$ cat src/rtl/cpu_pkg.sv
// Shared encodings for the parametrised datapath: ALU opcodes, bus selects,
// CCR flag positions and the memory-wait state machine states.
package cpu_pkg;

    localparam logic [2:0] ALU_ADD = 3'b000;
    localparam logic [2:0] ALU_ADC = 3'b001;
    localparam logic [2:0] ALU_SUB = 3'b010;
    localparam logic [2:0] ALU_SBC = 3'b011;
    localparam logic [2:0] ALU_AND = 3'b100;
    localparam logic [2:0] ALU_OR  = 3'b101;
    localparam logic [2:0] ALU_XOR = 3'b110;
    localparam logic [2:0] ALU_NOT = 3'b111;

    localparam logic [1:0] BUS1_PC = 2'b00;
    localparam logic [1:0] BUS1_RA = 2'b01;
    localparam logic [1:0] BUS1_RB = 2'b10;
    localparam logic [1:0] BUS1_IR = 2'b11;

    localparam logic [1:0] BUS2_ALU  = 2'b00;
    localparam logic [1:0] BUS2_BUS1 = 2'b01;
    localparam logic [1:0] BUS2_MEM  = 2'b10;
    localparam logic [1:0] BUS2_ZERO = 2'b11;

    // CCR_Result is {N,Z,V,C}
    localparam int FLAG_N = 3;
    localparam int FLAG_Z = 2;
    localparam int FLAG_V = 1;
    localparam int FLAG_C = 0;

    typedef enum logic {
        ST_IDLE = 1'b0,
        ST_WAIT = 1'b1
    } state_e;

endpackage

$ cat src/rtl/param_alu.sv
// Combinational ALU with N/Z/V/C flag generation; zero latency, no flow control.
// For subtracts C is a borrow: set when a < b + cin as unsigned values.
module param_alu
    import cpu_pkg::*;
#(
    parameter int DATA_W = 8
) (
    input  logic [DATA_W-1:0] a_i,
    input  logic [DATA_W-1:0] b_i,
    input  logic [2:0]        op_i,
    input  logic              cin_i,
    output logic [DATA_W-1:0] result_o,
    output logic [3:0]        flags_o
);

    localparam int MSB = DATA_W - 1;

    logic [DATA_W:0]   wide;
    logic [DATA_W:0]   cext;
    logic [DATA_W-1:0] res;
    logic              flag_v;
    logic              flag_c;

    always_comb begin
        wide   = '0;
        cext   = '0;
        res    = '0;
        flag_v = 1'b0;
        flag_c = 1'b0;
        case (op_i)
            ALU_ADD, ALU_ADC: begin
                cext[0] = (op_i == ALU_ADC) ? cin_i : 1'b0;
                wide    = {1'b0, a_i} + {1'b0, b_i} + cext;
                res     = wide[DATA_W-1:0];
                flag_c  = wide[DATA_W];
                flag_v  = (a_i[MSB] == b_i[MSB]) && (res[MSB] != a_i[MSB]);
            end
            ALU_SUB, ALU_SBC: begin
                // The extra top bit goes negative exactly when a < b + borrow-in
                cext[0] = (op_i == ALU_SBC) ? cin_i : 1'b0;
                wide    = {1'b0, a_i} - {1'b0, b_i} - cext;
                res     = wide[DATA_W-1:0];
                flag_c  = wide[DATA_W];
                flag_v  = (a_i[MSB] != b_i[MSB]) && (res[MSB] != a_i[MSB]);
            end
            ALU_AND: res = a_i & b_i;
            ALU_OR:  res = a_i | b_i;
            ALU_XOR: res = a_i ^ b_i;
            default: res = ~a_i;
        endcase
    end

    assign result_o       = res;
    assign flags_o[FLAG_N] = res[MSB];
    assign flags_o[FLAG_Z] = (res == '0);
    assign flags_o[FLAG_V] = flag_v;
    assign flags_o[FLAG_C] = flag_c;

endmodule

$ cat src/rtl/param_data_path.sv
// Parametrised CPU datapath: two buses, register file, ALU, PC/MAR/IR/CCR.
// Loads from memory without mem_valid stall in WAIT, ignoring new strobes, until data or timeout.
module param_data_path
    import cpu_pkg::*;
#(
    parameter int  DATA_W   = 8,
    parameter int  ADDR_W   = 8,
    parameter int  NUM_REGS = 4,
    parameter int  WAIT_MAX = 15,
    localparam int RSEL_W   = (NUM_REGS > 1) ? $clog2(NUM_REGS) : 1
) (
    input  logic              Clk,
    input  logic              Reset,
    input  logic [DATA_W-1:0] from_memory,
    input  logic              mem_valid,
    input  logic [2:0]        ALU_Sel,
    input  logic [1:0]        Bus1_Sel,
    input  logic [1:0]        Bus2_Sel,
    input  logic [RSEL_W-1:0] Ra_Sel,
    input  logic [RSEL_W-1:0] Rb_Sel,
    input  logic [RSEL_W-1:0] Rd_Sel,
    input  logic              IR_Load,
    input  logic              MAR_Load,
    input  logic              PC_Load,
    input  logic              Reg_Load,
    input  logic              CCR_Load,
    input  logic              PC_Inc,
    output logic [ADDR_W-1:0] address,
    output logic [DATA_W-1:0] to_memory,
    output logic [DATA_W-1:0] IR_out,
    output logic [3:0]        CCR_Result,
    output logic              mem_wait,
    output logic              mem_err
);

    localparam int                CNT_W    = (WAIT_MAX > 1) ? $clog2(WAIT_MAX) : 1;
    localparam logic [CNT_W-1:0]  CNT_LAST = CNT_W'(WAIT_MAX - 1);

    logic [DATA_W-1:0] ir_q, ir_d;
    logic [ADDR_W-1:0] mar_q, mar_d;
    logic [ADDR_W-1:0] pc_q, pc_d;
    logic [3:0]        ccr_q, ccr_d;
    logic [DATA_W-1:0] regs_q [NUM_REGS];

    state_e            state_q;
    logic [CNT_W-1:0]  wait_cnt_q;
    logic              mem_wait_q;
    logic              mem_err_q;
    logic              pend_ir_q, pend_mar_q, pend_pc_q, pend_reg_q;
    logic [RSEL_W-1:0] pend_rd_q;

    logic [DATA_W-1:0] ra_val, rb_val;
    logic [DATA_W-1:0] alu_res;
    logic [3:0]        alu_flags;
    logic [DATA_W-1:0] bus1, bus2;
    logic [DATA_W-1:0] pc_ext;
    logic [DATA_W-1:0] wr_dat;
    logic [ADDR_W-1:0] wr_addr;
    logic [RSEL_W-1:0] rd_idx;
    logic              in_idle, any_load, stall, take, fill;
    logic              ir_we, mar_we, pc_we, reg_we;

    always_comb begin
        ra_val = '0;
        rb_val = '0;
        for (int i = 0; i < NUM_REGS; i++) begin
            if (Ra_Sel == RSEL_W'(i)) ra_val = regs_q[i];
            if (Rb_Sel == RSEL_W'(i)) rb_val = regs_q[i];
        end
    end

    param_alu #(.DATA_W(DATA_W)) u_alu (
        .a_i      (ra_val),
        .b_i      (rb_val),
        .op_i     (ALU_Sel),
        .cin_i    (ccr_q[FLAG_C]),
        .result_o (alu_res),
        .flags_o  (alu_flags)
    );

    if (ADDR_W >= DATA_W) begin : g_pc_trunc
        assign pc_ext = pc_q[DATA_W-1:0];
    end else begin : g_pc_zext
        assign pc_ext = {{(DATA_W-ADDR_W){1'b0}}, pc_q};
    end

    always_comb begin
        case (Bus1_Sel)
            BUS1_PC: bus1 = pc_ext;
            BUS1_RA: bus1 = ra_val;
            BUS1_RB: bus1 = rb_val;
            default: bus1 = ir_q;
        endcase
    end

    always_comb begin
        case (Bus2_Sel)
            BUS2_ALU:  bus2 = alu_res;
            BUS2_BUS1: bus2 = bus1;
            BUS2_MEM:  bus2 = from_memory;
            default:   bus2 = '0;
        endcase
    end

    // take: new strobes accepted this edge; fill: the pending memory load completes
    assign in_idle  = (state_q == ST_IDLE);
    assign any_load = IR_Load | MAR_Load | PC_Load | Reg_Load;
    assign stall    = in_idle && (Bus2_Sel == BUS2_MEM) && any_load && !mem_valid;
    assign take     = in_idle && !stall;
    assign fill     = !in_idle && mem_valid;

    assign wr_dat = in_idle ? bus2 : from_memory;
    assign rd_idx = in_idle ? Rd_Sel : pend_rd_q;

    if (ADDR_W <= DATA_W) begin : g_wa_trunc
        assign wr_addr = wr_dat[ADDR_W-1:0];
    end else begin : g_wa_zext
        assign wr_addr = {{(ADDR_W-DATA_W){1'b0}}, wr_dat};
    end

    assign ir_we  = (take && IR_Load)  || (fill && pend_ir_q);
    assign mar_we = (take && MAR_Load) || (fill && pend_mar_q);
    assign pc_we  = (take && PC_Load)  || (fill && pend_pc_q);
    assign reg_we = (take && Reg_Load) || (fill && pend_reg_q);

    always_comb begin
        ir_d  = ir_we  ? wr_dat  : ir_q;
        mar_d = mar_we ? wr_addr : mar_q;
        pc_d  = pc_q;
        if (pc_we) begin
            pc_d = wr_addr;
        end else if (take && PC_Inc) begin
            pc_d = pc_q + ADDR_W'(1);
        end
        ccr_d = (take && CCR_Load) ? alu_flags : ccr_q;
    end

    always_ff @(posedge Clk or posedge Reset) begin
        if (Reset) begin
            ir_q  <= '0;
            mar_q <= '0;
            pc_q  <= '0;
            ccr_q <= '0;
            for (int i = 0; i < NUM_REGS; i++) regs_q[i] <= '0;
        end else begin
            ir_q  <= ir_d;
            mar_q <= mar_d;
            pc_q  <= pc_d;
            ccr_q <= ccr_d;
            for (int i = 0; i < NUM_REGS; i++) begin
                if (reg_we && (rd_idx == RSEL_W'(i))) regs_q[i] <= wr_dat;
            end
        end
    end

    always_ff @(posedge Clk or posedge Reset) begin
        if (Reset) begin
            state_q    <= ST_IDLE;
            wait_cnt_q <= '0;
            mem_wait_q <= 1'b0;
            mem_err_q  <= 1'b0;
            pend_ir_q  <= 1'b0;
            pend_mar_q <= 1'b0;
            pend_pc_q  <= 1'b0;
            pend_reg_q <= 1'b0;
            pend_rd_q  <= '0;
        end else begin
            case (state_q)
                ST_IDLE: begin
                    if (stall) begin
                        state_q    <= ST_WAIT;
                        mem_wait_q <= 1'b1;
                        wait_cnt_q <= '0;
                        pend_ir_q  <= IR_Load;
                        pend_mar_q <= MAR_Load;
                        pend_pc_q  <= PC_Load;
                        pend_reg_q <= Reg_Load;
                        pend_rd_q  <= Rd_Sel;
                    end
                end
                ST_WAIT: begin
                    if (mem_valid) begin
                        state_q    <= ST_IDLE;
                        mem_wait_q <= 1'b0;
                    end else if (wait_cnt_q == CNT_LAST) begin
                        state_q    <= ST_IDLE;
                        mem_wait_q <= 1'b0;
                        mem_err_q  <= 1'b1;
                    end else begin
                        wait_cnt_q <= wait_cnt_q + CNT_W'(1);
                    end
                end
                default: begin
                    state_q    <= ST_IDLE;
                    mem_wait_q <= 1'b0;
                end
            endcase
        end
    end

    assign address    = mar_q;
    assign to_memory  = bus1;
    assign IR_out     = ir_q;
    assign CCR_Result = ccr_q;
    assign mem_wait   = mem_wait_q;
    assign mem_err    = mem_err_q;

endmodule

$ cat config.mk
export PLATFORM = sky130hd
export DESIGN_NAME = param_data_path
export DESIGN_NICKNAME = d
export VERILOG_FILES = /design/src/rtl/cpu_pkg.sv /design/src/rtl/param_alu.sv /design/src/rtl/param_data_path.sv
export SDC_FILE = /design/constraint.sdc
export NUM_CORES = 1
export LEC_CHECK = 0
export ABC_AREA = 1
export ABC_CLOCK_PERIOD_IN_PS = 2700
export BUFFER_PORTS_ARGS = -buffer_cell sky130_fd_sc_hd__buf_2
export CORE_MARGIN = 2
export CORE_UTILIZATION = 54
export DETAILED_ROUTE_END_ITERATION = 10
export GPL_TIMING_DRIVEN = 1
export PLACE_DENSITY = 0.77
export SLEW_MARGIN = 20
export SYNTH_ARGS = -nofsm -noshare
export SYNTH_HDL_FRONTEND = slang
export SYNTH_SLANG_ARGS = --single-unit
$ cat constraint.sdc
create_clock -name Clk -period 2.7 [get_ports Clk]
set_input_delay 0.135 -clock Clk [delete_from_list [all_inputs] [get_ports Clk]]
set_output_delay 0.135 -clock Clk [all_outputs]
set_load 0.1 [all_outputs]
==> results.json <==
{
  "coreArea_um2": 10300,
  "stdcell_count": 1101,
  "cts_buffers": 9,
  "synthCells": 791,
  "die-area_um2": 11400,
  "holdCritPathClass": "input port to flip-flop",
  "synth_edf_count": 0,
  "dr.pass1.iters": 6,
  "syn_area_um2": 5700,
  "clk_path_buf_depth": 2,
  "outcome": "finished with violations",
  "antenna_found_initial": 0,
  "die_w_um": 107,
  "drt-initial-drc-count": 639,
  "finalHoldViolCount": 0,
  "die_h_um": 107,
  "power_leakage_nw": 3.88,
  "path_class": "flip-flop to flip-flop",
  "num_vias": 6276,
  "async_flop_share_pct": 100,
  "vdd_ir_drop_max_v": 0.000900,
  "powerDensity_nw_per_um2": 1040,
  "io_pins": 60,
  "cts_max_level": 3,
  "cts_sinks": 73,
  "grt_usage_pct": 34.1,
  "slew_viol_final": 0,
  "violations": "negative setup slack",
  "initial_utilization_pct": 55.4,
  "min_period_over_period_pct": 108,
  "critical_path.endpoint_type": "flip-flop",
  "n_fill_cell": 801,
  "synth_flop_cell": "dfrtp_1",
  "place_congestion": 1.06,
  "ant_nets": 0,
  "tightest_slew_ns": 0.720,
  "avgSynthCellArea_um2": 7.20,
  "root_buffer": "clkbuf_8",
  "fin_util_pct": 73.4,
  "nets": 1025,
  "grt_max_degree": 48,
  "dp_cells": 1063,
  "routed_wl_um": 19000,
  "finalInstanceArea_um2": 7540,
  "via_per_inst": 5.70,
  "crit_arrival_ns": 3.17,
  "worstPathRequired_ns": 2.95,
  "drive_gt1_share_pct": 38.8,
  "cts_tree": "built",
  "syn-num-nets": 856,
  "rows": 37,
  "clock_skew_ns": 0.0152,
  "hpwlAfterDp_um": 14100,
  "grt_overflow": 0,
  "power_w": 0.00782,
  "ys_seq_elements": 73,
  "max-slew-margin-rel_pct": 51.8,
  "grt_pass1_wl_um": 30300,
  "ys_seq_area_share_pct": 32.1,
  "clkLatencyLatePin_ns": 0.37,
  "fin_crit_ns": 2.91,
  "area_growth_pct": 32.4,
  "detailed_place.area_um2": 6780,
  "antennaDiodeCount": 0,
  "grt_pass1_vias": 6281,
  "drcViolationCount": 0,
  "ys_warn_count": 0,
  "port_buffers": 59,
  "cap_viol_max_count": 0,
  "setup_viol": 53,
  "max_freq_ghz": 0.343,
  "cp_max_fo": 7,
  "clkTransAtPathRegs_ns": 0.10,
  "ys_types": 56,
  "crit_path_start_kind": "flip-flop",
  "detail_route.wl_per_cell_um": 17.2,
  "fin_ws_ns": -0.215,
  "rsz0062_at_grt": "true"
}
[sequential cells by signal, summed over array words and instances (netlist names)]
register	cells
pend_mar_q	1
wait_cnt_q	4
mem_err	1
state_q	1
pend_ir_q	1
pend_reg_q	1
mem_wait	1
pc_ext	8
pend_pc_q	1
pend_rd_q	2
address	8
regs_q	32
IR_out	8
CCR_Result	4
[routing by layer]
layer	track usage [%]	share of wire, %	up-vias
met1	44.7	40	2977
li1	-	-	2916
met2	53.4	47	324
met4	20.0	4.8	0
met3	5.65	8.2	59
met5	0	0	-
[layout by cell type (no fill, tap or decap), types with 29 or more instances in the layout]
master | netlist | routed
nand2_1 | 251 | 219
buf_4 | 8 | 110
inv_1 | 92 | 80
dfrtp_1 | 73 | 72
buf_2 | 1 | 59
nand2_2 | 26 | 52
nor2_1 | 39 | 35
nand3_1 | 46 | 32
inv_2 | 18 | 29
[worst max-delay path, cell delays in order (launching register included)]
cell and delay [ns]:
dfrtp_1 0.39, nor2_1 0.06, nor2_1 0.11, o211ai_2 0.13, o21ai_4 0.12, inv_2 0.07, fa_2 0.36, fa_2 0.39
inv_2 0.07, buf_4 0.10, nand3_2 0.06, nand2_1 0.07, nand2_1 0.06, nand3_2 0.06, nand3_2 0.11, o21ai_2 0.18
nand3_1 0.11, nand2_2 0.10, nand2_4 0.11, nand2_1 0.08, nand2_1 0.05
[final timing paths]
path                               start            end  slack [ns]  cells past startpoint
min in group asynchronous          Reset     regs_q[18]        0.39                      3
max in group asynchronous          Reset      IR_out[7]        1.59                      4
max                           regs_q[16]      IR_out[4]       -0.21                     20
max reg2reg                   regs_q[16]      IR_out[4]       -0.21                     20
min                            mem_valid        mem_err        0.02                      2
min reg2reg                CCR_Result[2]  CCR_Result[2]        0.48                      2
[timing repair]
item                                   in CTS  in global routing
setup buffers                              18                  4
resized for setup                          72                 36
hold buffers                                1                  0
setup endpoints to repair                  53                 60
endpoints found under the hold margin      26                  0
pin swaps                                  34                 14
[where the power goes]
part | leakage (nW) | internal, W | switching (W)
clock | 0.103 | 0.000445 | 0.000498
combinational | 2.86 | 0.00191 | 0.00324
sequential | 0.916 | 0.00145 | 0.000285
total | 3.88 | 0.00380 | 0.00402
[kinds of logic (layout without fill, tap and decap cells)]
kind of cell / count (synthesis) / count (layout) / synth area share, %
simple gates: 418 / 418 / 34.3
compound gates: 129 / 129 / 14.7
buf+inv: 128 / 302 / 9.38
flops: 73 / 73 / 32.1
fa+ha+maj: 35 / 35 / 8.21
xor+xnor: 6 / 6 / 0.922
mux: 2 / 2 / 0.395
[synthesized netlist by cell type, types with 5 or more instances]
library cell  number  share of area (%)
a31oi_1           15                1.6
ha_1              31                6.8
o21ai_0           32                2.8
o21ai_1           19                1.7
a21oi_1           16                1.4
nand2_4            6                1.2
nand3_1           46                4.0
nand3_2            9                1.6
dfrtp_1           73                 32
o21ai_2           14                2.2
o211ai_1           6               0.79
inv_1             92                6.1
o221ai_1           5               0.77
nor3_1             8               0.70
nor2_1            39                2.6
nand2_1          251                 17
nand4_1           11                1.2
nand2_2           26                2.9
buf_4              8                1.1
inv_2             18                1.2
[area by class of cell]
type / instances / area, um2 / share of cell area (%)
clock buffer: 9 / 124 / 1.64
clock inverter: 7 / 83.8 / 1.11
inverter: 113 / 427 / 5.66
multi-input combinational: 590 / 3720 / 49.4
sequential: 73 / 1830 / 24.2
tap: 136 / 170 / 2.26
timing repair buffer: 173 / 1180 / 15.7
[metrics by stage]
step                      hold slack [ns]  setup WS [ns]  setup TNS [ns]
after floorplan                     0.231         0.0422               0
after global placement              0.232         -0.369          -13.82
after detailed placement            0.245         -0.420          -16.29
after CTS                         0.00954         -0.140           -3.01
after global routing               0.0163         -0.400          -15.23
final                              0.0210         -0.215           -5.53
Note: power is estimated with default switching activity, not from simulation.
